$ cat src/rtl/mult_share_arbiter_pkg.sv
// Shared definitions for the time-shared multiplier arbiter:
// FSM encodings and the id-width helper.
package mult_share_arbiter_pkg;

  typedef enum logic [1:0] {
    S_IDLE = 2'd0,
    S_CALC = 2'd1,
    S_HOLD = 2'd2
  } state_t;

  // Bits needed to index n requesters; never less than one bit.
  function automatic int clog2_min1(input int n);
    int r;
    r = 1;
    for (int i = 1; i < 31; i++) begin
      if ((32'sd1 << i) < n) begin
        r = i + 1;
      end else begin
        r = r;
      end
    end
    return r;
  endfunction

endpackage

$ cat src/rtl/mult_share_arbiter_rr_grant.sv
// Round-robin one-hot picker: first asserted request at or above i_ptr,
// wrapping; no grant at all while i_en is low.
module rr_grant #(
  parameter int N   = 2,
  parameter int IDW = 1
) (
  input  logic           i_en,
  input  logic [N-1:0]   i_req,
  input  logic [IDW-1:0] i_ptr,
  output logic [N-1:0]   o_gnt,
  output logic [IDW-1:0] o_id
);

  logic           w_found;
  logic [IDW-1:0] w_idx;

  // Scan upward from the pointer and stop at the first requester.
  always_comb begin
    o_gnt   = '0;
    o_id    = '0;
    w_found = 1'b0;
    w_idx   = '0;
    for (int k = 0; k < N; k++) begin
      w_idx = IDW'((int'(i_ptr) + k) % N);
      if (i_en && !w_found && i_req[w_idx]) begin
        o_gnt[w_idx] = 1'b1;
        o_id         = w_idx;
        w_found      = 1'b1;
      end else begin
        w_found = w_found;
      end
    end
  end

endmodule

$ cat src/rtl/multiplierNx.sv
// Unsigned W x W combinational array multiplier built from shifted
// partial products; the full 2*W-bit product is returned.
module multiplierNx #(
  parameter int W = 4
) (
  input  logic [W-1:0]   i_a,
  input  logic [W-1:0]   i_b,
  output logic [2*W-1:0] o_p
);

  logic [2*W-1:0] w_acc;

  // Sum of partial products, one row per bit of i_b.
  always_comb begin
    w_acc = '0;
    for (int k = 0; k < W; k++) begin
      w_acc = w_acc + ((2*W)'(i_a & {W{i_b[k]}}) << k);
    end
  end

  assign o_p = w_acc;

endmodule

$ cat src/rtl/mult_share_arbiter.sv
// Time-shares one combinational multiplier between NREQ requesters:
// round-robin accept, multicycle settle, tagged response with backpressure.
module mult_share_arbiter
  import mult_share_arbiter_pkg::*;
#(
  parameter int  W      = 4,
  parameter int  NREQ   = 2,
  parameter int  SETTLE = 1,
  localparam int IDW    = clog2_min1(NREQ)
) (
  input  logic              clk,
  input  logic              rst_n,
  input  logic [NREQ-1:0]   req_valid,
  output logic [NREQ-1:0]   req_ready,
  input  logic [NREQ*W-1:0] req_a,
  input  logic [NREQ*W-1:0] req_b,
  output logic              rsp_valid,
  input  logic              rsp_ready,
  output logic [2*W-1:0]    rsp_data,
  output logic [IDW-1:0]    rsp_id,
  output logic              busy,
  output logic [7:0]        ops_done
);

  state_t         r_state;
  state_t         w_state_nxt;
  logic [3:0]     r_cnt;
  logic [W-1:0]   r_a;
  logic [W-1:0]   r_b;
  logic [IDW-1:0] r_id;
  logic [IDW-1:0] r_rr_ptr;
  logic           r_rsp_valid;
  logic [2*W-1:0] r_rsp_data;
  logic [IDW-1:0] r_rsp_id;
  logic           r_busy;
  logic [7:0]     r_ops_done;

  logic [NREQ-1:0] w_gnt;
  logic [IDW-1:0]  w_gnt_id;
  logic            w_xfer;
  logic            w_rsp_fire;
  logic [W-1:0]    w_a_sel;
  logic [W-1:0]    w_b_sel;
  logic [2*W-1:0]  w_prod;

  rr_grant #(.N(NREQ), .IDW(IDW)) u_rr_grant (
    .i_en  (r_state == S_IDLE),
    .i_req (req_valid),
    .i_ptr (r_rr_ptr),
    .o_gnt (w_gnt),
    .o_id  (w_gnt_id)
  );

  // The array sees only the operand registers, so the inputs may change
  // freely once a request has been accepted.
  multiplierNx #(.W(W)) u_mult (
    .i_a (r_a),
    .i_b (r_b),
    .o_p (w_prod)
  );

  assign w_xfer     = |(req_valid & w_gnt);
  assign w_rsp_fire = r_rsp_valid & rsp_ready;
  assign w_a_sel    = req_a[int'(w_gnt_id)*W +: W];
  assign w_b_sel    = req_b[int'(w_gnt_id)*W +: W];

  // Next-state decode.
  always_comb begin
    w_state_nxt = r_state;
    case (r_state)
      S_IDLE: begin
        if (w_xfer) w_state_nxt = S_CALC;
        else        w_state_nxt = S_IDLE;
      end
      S_CALC: begin
        if (r_cnt == 4'd1) w_state_nxt = S_HOLD;
        else               w_state_nxt = S_CALC;
      end
      S_HOLD: begin
        if (w_rsp_fire) w_state_nxt = S_IDLE;
        else            w_state_nxt = S_HOLD;
      end
      default: w_state_nxt = S_IDLE;
    endcase
  end

  // State register and registered busy flag.
  always_ff @(posedge clk or negedge rst_n) begin
    if (!rst_n) begin
      r_state <= S_IDLE;
      r_busy  <= 1'b0;
    end else begin
      r_state <= w_state_nxt;
      r_busy  <= (w_state_nxt != S_IDLE);
    end
  end

  // Operand capture, settle countdown, response registers and op counter.
  always_ff @(posedge clk or negedge rst_n) begin
    if (!rst_n) begin
      r_cnt       <= 4'd0;
      r_a         <= '0;
      r_b         <= '0;
      r_id        <= '0;
      r_rr_ptr    <= '0;
      r_rsp_valid <= 1'b0;
      r_rsp_data  <= '0;
      r_rsp_id    <= '0;
      r_ops_done  <= 8'd0;
    end else begin
      case (r_state)
        S_IDLE: begin
          if (w_xfer) begin
            r_a      <= w_a_sel;
            r_b      <= w_b_sel;
            r_id     <= w_gnt_id;
            r_rr_ptr <= IDW'((int'(w_gnt_id) + 1) % NREQ);
            r_cnt    <= 4'(SETTLE);
          end
        end
        S_CALC: begin
          r_cnt <= r_cnt - 4'd1;
          if (r_cnt == 4'd1) begin
            r_rsp_data  <= w_prod;
            r_rsp_id    <= r_id;
            r_rsp_valid <= 1'b1;
          end
        end
        S_HOLD: begin
          if (w_rsp_fire) begin
            r_rsp_valid <= 1'b0;
            r_ops_done  <= r_ops_done + 8'd1;
          end
        end
        default: begin
          r_rsp_valid <= 1'b0;
        end
      endcase
    end
  end

  assign req_ready = w_gnt;
  assign rsp_valid = r_rsp_valid;
  assign rsp_data  = r_rsp_data;
  assign rsp_id    = r_rsp_id;
  assign busy      = r_busy;
  assign ops_done  = r_ops_done;

endmodule

$ cat config.mk
export PLATFORM = sky130hd
export DESIGN_NAME = mult_share_arbiter
export DESIGN_NICKNAME = d
export VERILOG_FILES = /design/src/rtl/mult_share_arbiter_pkg.sv /design/src/rtl/mult_share_arbiter_rr_grant.sv /design/src/rtl/multiplierNx.sv /design/src/rtl/mult_share_arbiter.sv
export SDC_FILE = /design/constraint.sdc
export NUM_CORES = 1
export LEC_CHECK = 0
export BUFFER_PORTS_ARGS = -buffer_cell sky130_fd_sc_hd__buf_4
export CAP_MARGIN = 20
export CORE_MARGIN = 1.5
export CORE_UTILIZATION = 30
export CTS_CLUSTER_SIZE = 16
export DETAILED_ROUTE_END_ITERATION = 8
export PLACE_DENSITY = 0.54
export SLEW_MARGIN = 10
export SYNTH_ARGS = -nofsm -noshare
export SYNTH_HDL_FRONTEND = slang
export SYNTH_SLANG_ARGS = --single-unit
$ cat constraint.sdc
create_clock -name clk -period 2.7 [get_ports clk]
set_input_delay 0.27 -clock clk [delete_from_list [all_inputs] [get_ports clk]]
set_output_delay 0.27 -clock clk [all_outputs]
set_load 0.01 [all_outputs]
==> results of run 1 <==
[cells by family (layout without fill, tap and decap cells)]
family | after synthesis | count (layout) | share of synthesized area [%]
flops | 35 | 35 | 44.6
buf+inv | 12 | 66 | 2.48
xor+xnor | 9 | 9 | 4.01
simple gates | 68 | 68 | 20.9
mux | 7 | 7 | 3.95
fa+ha+maj | 18 | 18 | 13.4
compound gates | 32 | 32 | 10.8
[repair_timing]
item / in CTS / in global routing
pin swaps: 0 / 4
endpoints found under the setup margin: 1 / 2
hold buffers: 1 / 0
buffers inserted: 3 / 1
endpoints found under the hold margin: 35 / 0
gates resized for setup: 0 / 3
[cell usage in the layout, fill, tap and decap left out, types with 3 or more instances in the layout]
cell type / n
buf_4: 52
dfrtp_1: 35
nand2_1: 15
ha_1: 12
nand3_1: 11
and2_1: 9
inv_1: 7
o21ai_1: 7
xor2_1: 7
and3_1: 6
nor2_1: 6
mux2_1: 6
a221o_1: 5
a21oi_1: 5
clkbuf_8: 5
o21ai_0: 4
fa_1: 4
nand2b_1: 3
o211ai_1: 3
[through the flow]
| stage | util [%] | hold WS, ns | setup slack (ns) | instance area, sq um | std cells |
|---|---|---|---|---|---|
| after floorplan | - | -0.0256 | 0.0809 | 1970 | 181 |
| after global placement | 37.8 | 0.257 | 0.0693 | 2400 | 301 |
| after detailed placement | 37.8 | 0.261 | -0.00834 | 2400 | 301 |
| after CTS | 39.4 | 0.209 | 0.00653 | 2500 | 311 |
| after global routing | 39.7 | 0.205 | -0.000393 | 2520 | 312 |
| final | 39.7 | 0.216 | 0.120 | 2520 | 312 |
[state kept, by name, summed over array words and instances (netlist names)]
name       flops
rsp_valid      1
ops_done       8
busy           1
rsp_id         1
r_id           1
r_a            4
rsp_data       8
r_rr_ptr       1
r_b            4
r_state        2
r_cnt          4
[layer usage]
metal  part of all wire [%]  GRT usage (%)  routed length (um)
met5                      0              0                   0
met1                     51           18.2                2100
met3                    4.9           3.76                 202
met2                     43           18.5                1760
met4                    1.7           4.92                  72
[worst max-delay path by stage]
stage	from	end
2_1_floorplan	r_b[3]	rsp_data[7]
3_3_place_gp	r_b[1]	rsp_data[7]
3_5_place_dp	r_b[1]	rsp_data[7]
4_1_cts	r_b[3]	rsp_data[7]
5_1_grt	r_b[1]	rsp_data[7]
6_report	r_b[1]	rsp_data[4]
[area by class of cell]
| type | instances | area (sq um) |
|---|---|---|
| Inverter | 7 | 26.3 |
| Timing Repair Buffer | 53 | 400 |
| Sequential cell | 35 | 876 |
| Fill cell | 633 | 3830 |
| Multi-Input combinational cell | 134 | 1050 |
| Clock buffer | 6 | 72.6 |
| Tap cell | 77 | 96.3 |
[power by group]
group / switching [W] / internal (W) / total, W
clock: 0.000173 / 0.000172 / 0.000344
combinational: 0.000653 / 0.000671 / 0.00132
sequential: 0.000174 / 0.000726 / 0.000900
total: 0.00100 / 0.00157 / 0.00257
==> impl_metrics.py, run 1 <==
metrics = {
    "global_routing": {
        "grt_max_degree": 36,
        "grt_pass1_wl_um": 7210,
        "antenna_found_initial": 0,
        "track_usage_pct": 12.9,
        "grt_pass1_vias": 1451,
        "grt_overflow": 0,
    },
    "synthesis": {
        "syn_area_sq_um": 1970,
        "ys_top_cells_by_count": "35 x dfrtp_1, 15 x nand2_1, 13 x ha_1",
        "postSynthCellCount": 181,
        "yosysMostFrequentCell": "dfrtp_1",
        "syn_avg_cell_area_sq_um": 10.9,
        "synthArstFlopShare_pct": 100,
        "netlist.area_leader.share_pct": 44.6,
        "synth-main-ff-cell": "dfrtp_1",
        "yosys_warnings": 0,
        "yosysSeqAreaShare_pct": 44.6,
        "syn_nets": 220,
        "ys_ff_latch": 35,
        "synth_edf_count": 0,
        "ys_types": 38,
        "yosys-top-cells-area": "dfrtp_1 45%, ha_1 8.3%, fa_1 5.1%",
        "synth_area_leader_cell": "dfrtp_1",
    },
    "critical_path": {
        "worstPathCellList": "and2_4 > fa_1 > fa_1 > ha_2 > fa_2 > mux2_1",
        "rr_endpoint": "rsp_data[4]",
        "critical_path.top_delay_family": "adder cells",
        "crit_path_frequent_cell": "fa_1",
        "cp_data_required_time_ns": 2.87,
        "cpPeakStageDelay_ns": 0.52,
        "crit_type": "flip-flop to flip-flop",
        "critical_path_depth": 6,
        "path_max_fanout": 4,
        "slowest_stage": "fa_1",
        "arrival_ns": 2.75,
        "path_buf_inv": 0,
        "cp-end-kind": "flip-flop",
        "r2r-start": "r_b[1]",
        "worstSetupStartpointType": "flip-flop",
        "worst_r2r_path_depth": 6,
        "r2r_slack_ns": 0.12,
    },
    "sta": {
        "final_max_slew_viol_count": 0,
        "slew-limit-headroom_pct": 66.3,
        "finalHoldViolCount": 0,
        "worst_clock_skew_ns": 0.00444,
        "fin_crit_ns": 2.58,
        "fin_crit_sh_pct": 95.6,
        "max_freq_mhz": 388,
        "setup-tns-final_ns": 0,
        "worstMarginPinSlew_ns": 0.503,
        "setup_violations": 0,
    },
    "routing": {
        "initialDrtViolationCount": 54,
        "routed_wl_um": 4130,
        "via_count": 1474,
        "drt_pre_antenna_iters": 4,
        "ant_nets": 0,
        "vias_per_cell": 4.72,
        "wl_per_cell_um": 13.3,
        "route.detailed.drc": 0,
    },
    "floorplan": {
        "io_pins": 42,
        "chipWidth_um": 83.9,
        "initial_core_util_pct": 31.0,
        "core_area_sq_um": 6350,
        "num_rows": 29,
        "dieHeight_um": 83.9,
        "dieArea_sq_um": 7050,
    },
    "min_path": {
        "min_delay_worst_endpoint": "r_a[2]",
        "holdPathStages": 2,
        "hold_path.class": "input port to flip-flop",
        "hold_start": "req_a[2]",
    },
    "layout": {
        "drive_gt1_share_pct": 28.5,
        "antenna_cells": 0,
        "area_delta_synth_final_pct": 28.2,
        "nets": 275,
    },
    "clocking": {
        "cts.htree.levels": 2,
        "cts_tree": "done",
        "clockBufferDepth": 2,
        "clk_latency_ns": 0.28,
        "cts_sinks": 35,
        "cts_buffers": 5,
        "cts.clk_slew.worst_paths_ns": 0.06,
        "cts-root-buf": "clkbuf_8",
    },
    "power_and_ir_drop": {
        "ir_drop_uv": 368,
        "power_w": 0.00257,
        "p_leak_nw": 1.27,
        "p_per_area_nw_per_um2": 1020,
    },
    "placement": {
        "portBuffers": 41,
        "dp_hpwl_um": 3200,
        "gp_congestion": 0.771,
    },
    "status": {
        "status": "completed",
    },
    "flow_run": {
        "cap_violations": 0,
    },
}
No activity file was read; power rests on OpenSTA's default activity.
==> run 2: changes to the inputs <==
--- a/config.mk
+++ b/config.mk
@@ -11,7 +11,7 @@
 export CORE_UTILIZATION = 30
 export CTS_CLUSTER_SIZE = 16
 export DETAILED_ROUTE_END_ITERATION = 8
-export PLACE_DENSITY = 0.54
+export PLACE_DENSITY = 0.52
 export SLEW_MARGIN = 10
 export SYNTH_ARGS = -nofsm -noshare
 export SYNTH_HDL_FRONTEND = slang
==> constraint.sdc (replaced) <==
create_clock -name clk -period 2.55 [get_ports clk]
set_input_delay 0.255 -clock clk [delete_from_list [all_inputs] [get_ports clk]]
set_output_delay 0.255 -clock clk [all_outputs]
set_load 0.01 [all_outputs]
==> impl_metrics.py, run 2 (synthesized netlist as in run 1, its figures left out) <==
metrics = {
    "status": {
        "status": "completed",
    },
    "routing": {
        "initialDrtViolationCount": 33,
        "routed_wl_um": 4010,
        "ant_nets": 0,
        "wl_per_cell_um": 12.9,
        "route.detailed.drc": 0,
        "vias_per_cell": 4.74,
        "via_count": 1473,
        "drt_pre_antenna_iters": 4,
    },
    "sta": {
        "fin_crit_ns": 2.52,
        "worstMarginPinSlew_ns": 0.462,
        "finalHoldViolCount": 0,
        "final_max_slew_viol_count": 0,
        "slew-limit-headroom_pct": 69.1,
        "rsz0062_at_grt": "yes",
        "fin_crit_sh_pct": 99.0,
        "max_freq_mhz": 396,
        "whs_ns": 0.194,
        "worst_clock_skew_ns": 0.00966,
        "setup_violations": 0,
    },
    "critical_path": {
        "crit_path_frequent_cell": "fa_1",
        "path_max_fanout": 2,
        "cpPeakStageDelay_ns": 0.50,
        "arrival_ns": 2.70,
        "worstPathCellList": "and2_4 > fa_1 > fa_1 > ha_2 > fa_2 > mux2_4",
        "crit_type": "flip-flop to flip-flop",
        "cp-end-kind": "flip-flop",
        "worstSetupStartpointType": "flip-flop",
        "path_buf_inv": 0,
        "critical_path.top_delay_family": "adder cells",
        "slowest_stage": "fa_1",
        "cp_data_required_time_ns": 2.73,
    },
    "global_routing": {
        "antenna_found_initial": 0,
        "grt_pass1_wl_um": 7160,
        "grt_overflow": 0,
        "grt_max_degree": 36,
        "grt_pass1_vias": 1485,
        "track_usage_pct": 12.7,
    },
    "floorplan": {
        "initial_core_util_pct": 31.0,
        "num_rows": 29,
        "dieHeight_um": 83.9,
        "chipWidth_um": 83.9,
        "io_pins": 42,
        "core_area_sq_um": 6350,
        "dieArea_sq_um": 7050,
    },
    "flow_run": {
        "cap_violations": 0,
    },
    "clocking": {
        "cts_tree": "done",
        "cts_buffers": 5,
        "cts-root-buf": "clkbuf_8",
        "clk_latency_ns": 0.29,
        "clockBufferDepth": 2,
        "cts.clk_slew.worst_paths_ns": 0.07,
        "cts_sinks": 35,
        "cts.htree.levels": 2,
    },
    "layout": {
        "nets": 272,
        "area_delta_synth_final_pct": 29.7,
        "drive_gt1_share_pct": 29.9,
        "antenna_cells": 0,
        "final_common_cell": "buf_4",
        "mostFrequentLayoutCells": "49 x buf_4, 35 x dfrtp_1, 15 x nand2_1",
    },
    "power_and_ir_drop": {
        "ir_drop_uv": 400,
        "power_w": 0.00284,
        "p_leak_nw": 1.28,
        "p_per_area_nw_per_um2": 1110,
    },
    "placement": {
        "gp_congestion": 0.749,
        "dp_hpwl_um": 3100,
        "portBuffers": 41,
    },
    "min_path": {
        "hold_path.class": "input port to flip-flop",
    },
}
==> run 2: worst reg2reg max path: stages, from the launching register on <==
cell and delay [ns]:
dfrtp_1 0.38, and2_4 0.16, fa_1 0.50, fa_1 0.50, ha_2 0.19, fa_2 0.42, mux2_4 0.27
==> run 2: path summary, 6_finish.rpt <==
check / from / end / slack [ns] / cells past startpoint
worst max-delay path: r_b[0] / rsp_data[4] / 0.03 / 6
worst min-delay path: req_b[0] / r_b[0] / 0.19 / 2
worst max register to register: r_b[0] / rsp_data[4] / 0.03 / 6
worst min register to register: ops_done[7] / ops_done[7] / 0.48 / 1
max in group asynchronous: rst_n / r_b[3] / 1.78 / 2
min in group asynchronous: rst_n / ops_done[6] / 0.44 / 2
==> run 2: timing repair <==
action / in CTS / in global routing
pin swaps: 1 / 1
resized for setup: 1 / 3
endpoints found under the hold margin: 35 / 0
endpoints found under the setup margin: 2 / 2
gates cloned: 0 / 0
hold buffers: 1 / 0
buffers inserted: 1 / 1
==> run 2: cell type report <==
type / instances / area (sq um)
inverters: 7 / 26.3
multi-input cells: 134 / 1060
clock buffers: 5 / 68.8
well taps: 77 / 96.3
clock inverters: 3 / 43.8
flip-flops and latches: 35 / 876
repair buffers: 50 / 378
fillers: 632 / 3800
==> run 2: metrics by stage <==
step | std cells | setup TNS, ns | area [sq um] | setup WS [ns] | utilization [%]
after floorplan | 181 | 0 | 1970 | 0.0476 | -
after global placement | 300 | 0 | 2400 | 0.0391 | 37.8
after detailed placement | 300 | -0.0117 | 2400 | -0.0117 | 37.8
after CTS | 310 | 0 | 2530 | 0.00195 | 39.9
after global routing | 311 | -0.0912 | 2550 | -0.0475 | 40.1
final | 311 | 0 | 2550 | 0.0263 | 40.1
==> run 2: power breakdown <==
| part | internal (W) | switching, W | total [W] |
|---|---|---|---|
| clock | 0.000291 | 0.000216 | 0.000507 |
| sequential | 0.000767 | 0.000182 | 0.000949 |
| combinational | 0.000697 | 0.000685 | 0.00138 |
| total | 0.00176 | 0.00108 | 0.00284 |
==> run 2: per-layer routing <==
layer,vias to the layer above,part of all wire (%),wire length (um),track usage [%]
met2,35,42,1680,17.7
li1,739,-,-,-
met5,-,0,0,0
met4,0,1.5,62,4.02
met3,5,4.8,191,4.06
met1,694,52,2080,18.5
==> run 3: changes to the inputs <==
--- a/config.mk
+++ b/config.mk
@@ -5,7 +5,7 @@
 export SDC_FILE = /design/constraint.sdc
 export NUM_CORES = 1
 export LEC_CHECK = 0
-export BUFFER_PORTS_ARGS = -buffer_cell sky130_fd_sc_hd__buf_4
+export BUFFER_PORTS_ARGS = -buffer_cell sky130_fd_sc_hd__buf_2
 export CAP_MARGIN = 20
 export CORE_MARGIN = 1.5
 export CORE_UTILIZATION = 30
==> constraint.sdc (replaced) <==
create_clock -name clk -period 2.4 [get_ports clk]
set_input_delay 0.24 -clock clk [delete_from_list [all_inputs] [get_ports clk]]
set_output_delay 0.24 -clock clk [all_outputs]
set_load 0.01 [all_outputs]
==> impl_metrics.py, run 3 (synthesized netlist as in run 1, its figures left out) <==
metrics = {
    "status": {
        "status": "finished, violations left",
        "violations": "setup timing",
    },
    "critical_path": {
        "worstSetupStartpointType": "flip-flop",
        "r2r-start": "r_a[3]",
        "path_max_fanout": 2,
        "rr_endpoint": "rsp_data[4]",
        "r2r_slack_ns": -0.10,
        "arrival_ns": 2.67,
        "cpPeakStageDelay_ns": 0.50,
        "crit_path_frequent_cell": "fa_1",
        "path_buf_inv": 0,
        "slowest_stage": "fa_1",
        "worstPathCellList": "and2_4 > fa_1 > fa_1 > ha_2 > fa_2 > mux2_4",
        "critical_path.top_delay_family": "adder cells",
        "worst_r2r_path_depth": 6,
        "crit_type": "flip-flop to flip-flop",
        "cp_data_required_time_ns": 2.57,
        "cp-end-kind": "flip-flop",
    },
    "clocking": {
        "clockBufferDepth": 2,
        "cts.clk_slew.worst_paths_ns": 0.07,
        "cts_tree": "done",
        "cts_buffers": 5,
        "cts.htree.levels": 2,
        "cts_sinks": 35,
        "hold_buffers": 0,
        "clk_latency_ns": 0.28,
        "cts-root-buf": "clkbuf_8",
    },
    "routing": {
        "initialDrtViolationCount": 75,
        "vias_per_cell": 4.76,
        "route.detailed.drc": 0,
        "routed_wl_um": 4100,
        "drt_pre_antenna_iters": 4,
        "via_count": 1485,
        "ant_nets": 0,
        "wl_per_cell_um": 13.1,
    },
    "floorplan": {
        "dieHeight_um": 83.9,
        "dieArea_sq_um": 7050,
        "initial_core_util_pct": 31.0,
        "num_rows": 29,
        "core_area_sq_um": 6350,
        "chipWidth_um": 83.9,
        "io_pins": 42,
    },
    "sta": {
        "worst_clock_skew_ns": 0.00893,
        "worst_slack_ns": -0.101,
        "setup-tns-final_ns": -0.266,
        "finalHoldViolCount": 0,
        "max_freq_mhz": 400,
        "worstMarginPinSlew_ns": 0.779,
        "fin_crit_sh_pct": 104,
        "final_max_slew_viol_count": 0,
        "setup_violations": 4,
        "fin_crit_ns": 2.50,
        "rsz0062_at_grt": "yes",
        "slew-limit-headroom_pct": 48.1,
    },
    "global_routing": {
        "antenna_found_initial": 0,
        "grt_max_degree": 36,
        "grt_pass1_wl_um": 7360,
        "grt_pass1_vias": 1529,
        "grt_overflow": 0,
        "track_usage_pct": 13.0,
    },
    "layout": {
        "mostFrequentLayoutCells": "41 x buf_2, 35 x dfrtp_1, 15 x nand2_1",
        "antenna_cells": 0,
        "final_common_cell": "buf_2",
        "fin_area_sq_um": 2440,
        "area_delta_synth_final_pct": 24.3,
        "final_core_util_pct": 38.5,
        "nets": 273,
        "drive_gt1_share_pct": 31.1,
    },
    "placement": {
        "portBuffers": 41,
        "place_area_sq_um": 2310,
        "dp_hpwl_um": 3190,
        "place_worst_setup_slack_ns": -0.194,
        "gp_congestion": 0.734,
    },
    "power_and_ir_drop": {
        "pwr-share-comb_pct": 51.2,
        "clkPwrFrac_pct": 14.1,
        "ir_drop_uv": 329,
        "swShare_pct": 40.1,
        "p_per_area_nw_per_um2": 1180,
        "p_leak_nw": 1.25,
        "p_int_w": 0.00173,
        "switchingPower_w": 0.00115,
        "p_seq_share_pct": 34.7,
    },
    "min_path": {
        "hold_path.class": "input port to asynchronous set/reset pin",
    },
    "flow_run": {
        "cap_violations": 0,
    },
}
-- run 3: worst max-delay path by stage --
stage / startpoint / to / slack (ns) / depth (start not counted)
after floorplan: r_b[0] / rsp_data[4] / -0.1 / 6
after global placement: r_b[0] / rsp_data[7] / -0.1 / 8
after detailed placement: r_b[1] / rsp_data[7] / -0.19 / 8
after CTS: r_a[3] / rsp_data[4] / -0.11 / 6
after global routing: r_a[3] / rsp_data[7] / -0.16 / 8
final: r_a[3] / rsp_data[4] / -0.10 / 6
-- run 3: timing repair --
| action | in CTS | in global routing |
|---|---|---|
| buffers inserted | 2 | 1 |
| resized for setup | 2 | 4 |
| endpoints found under the setup margin | 3 | 4 |
| pin swaps | 3 | 0 |
-- run 3: layout make-up --
cell class	instances	area, sq um
fill	615	3910
multi-input combinational	134	1080
sequential	35	876
timing repair buffer	51	280
tap	77	96.3
clock buffer	7	76.3
inverter	7	26.3
clock inverter	1	5.00
-- run 3: metal layers --
layer  global-route usage, %  share of wire [%]  vias up
li1                        -                  -      745
met1                    17.6                 48      702
met2                    20.3                 46       32
met3                    3.07                4.3        6
met4                    4.92                1.7        0
met5                       0                  0        -
-- run 3: power groups by stage --
stage | clock network, W | registers [W] | logic (W)
detailed placement | 0 | 0.00102 | 0.00141
floorplan | 0 | 0.00104 | 0.000914
global route | 0.000453 | 0.00104 | 0.00170
CTS | 0.000425 | 0.00100 | 0.00146
global placement | 0 | 0.00102 | 0.00140
finish | 0.000407 | 0.00100 | 0.00148
-- run 3: metrics by stage --
stage / hold WS [ns] / std cells / total power, W
5_1_grt: 0.0975 / 312 / 0.00319
6_report: 0.0331 / 312 / 0.00288
3_5_place_dp: 0.373 / 301 / 0.00243
4_1_cts: 0.0594 / 311 / 0.00288
2_1_floorplan: -0.0556 / 181 / 0.00195
3_3_place_gp: 0.372 / 301 / 0.00241
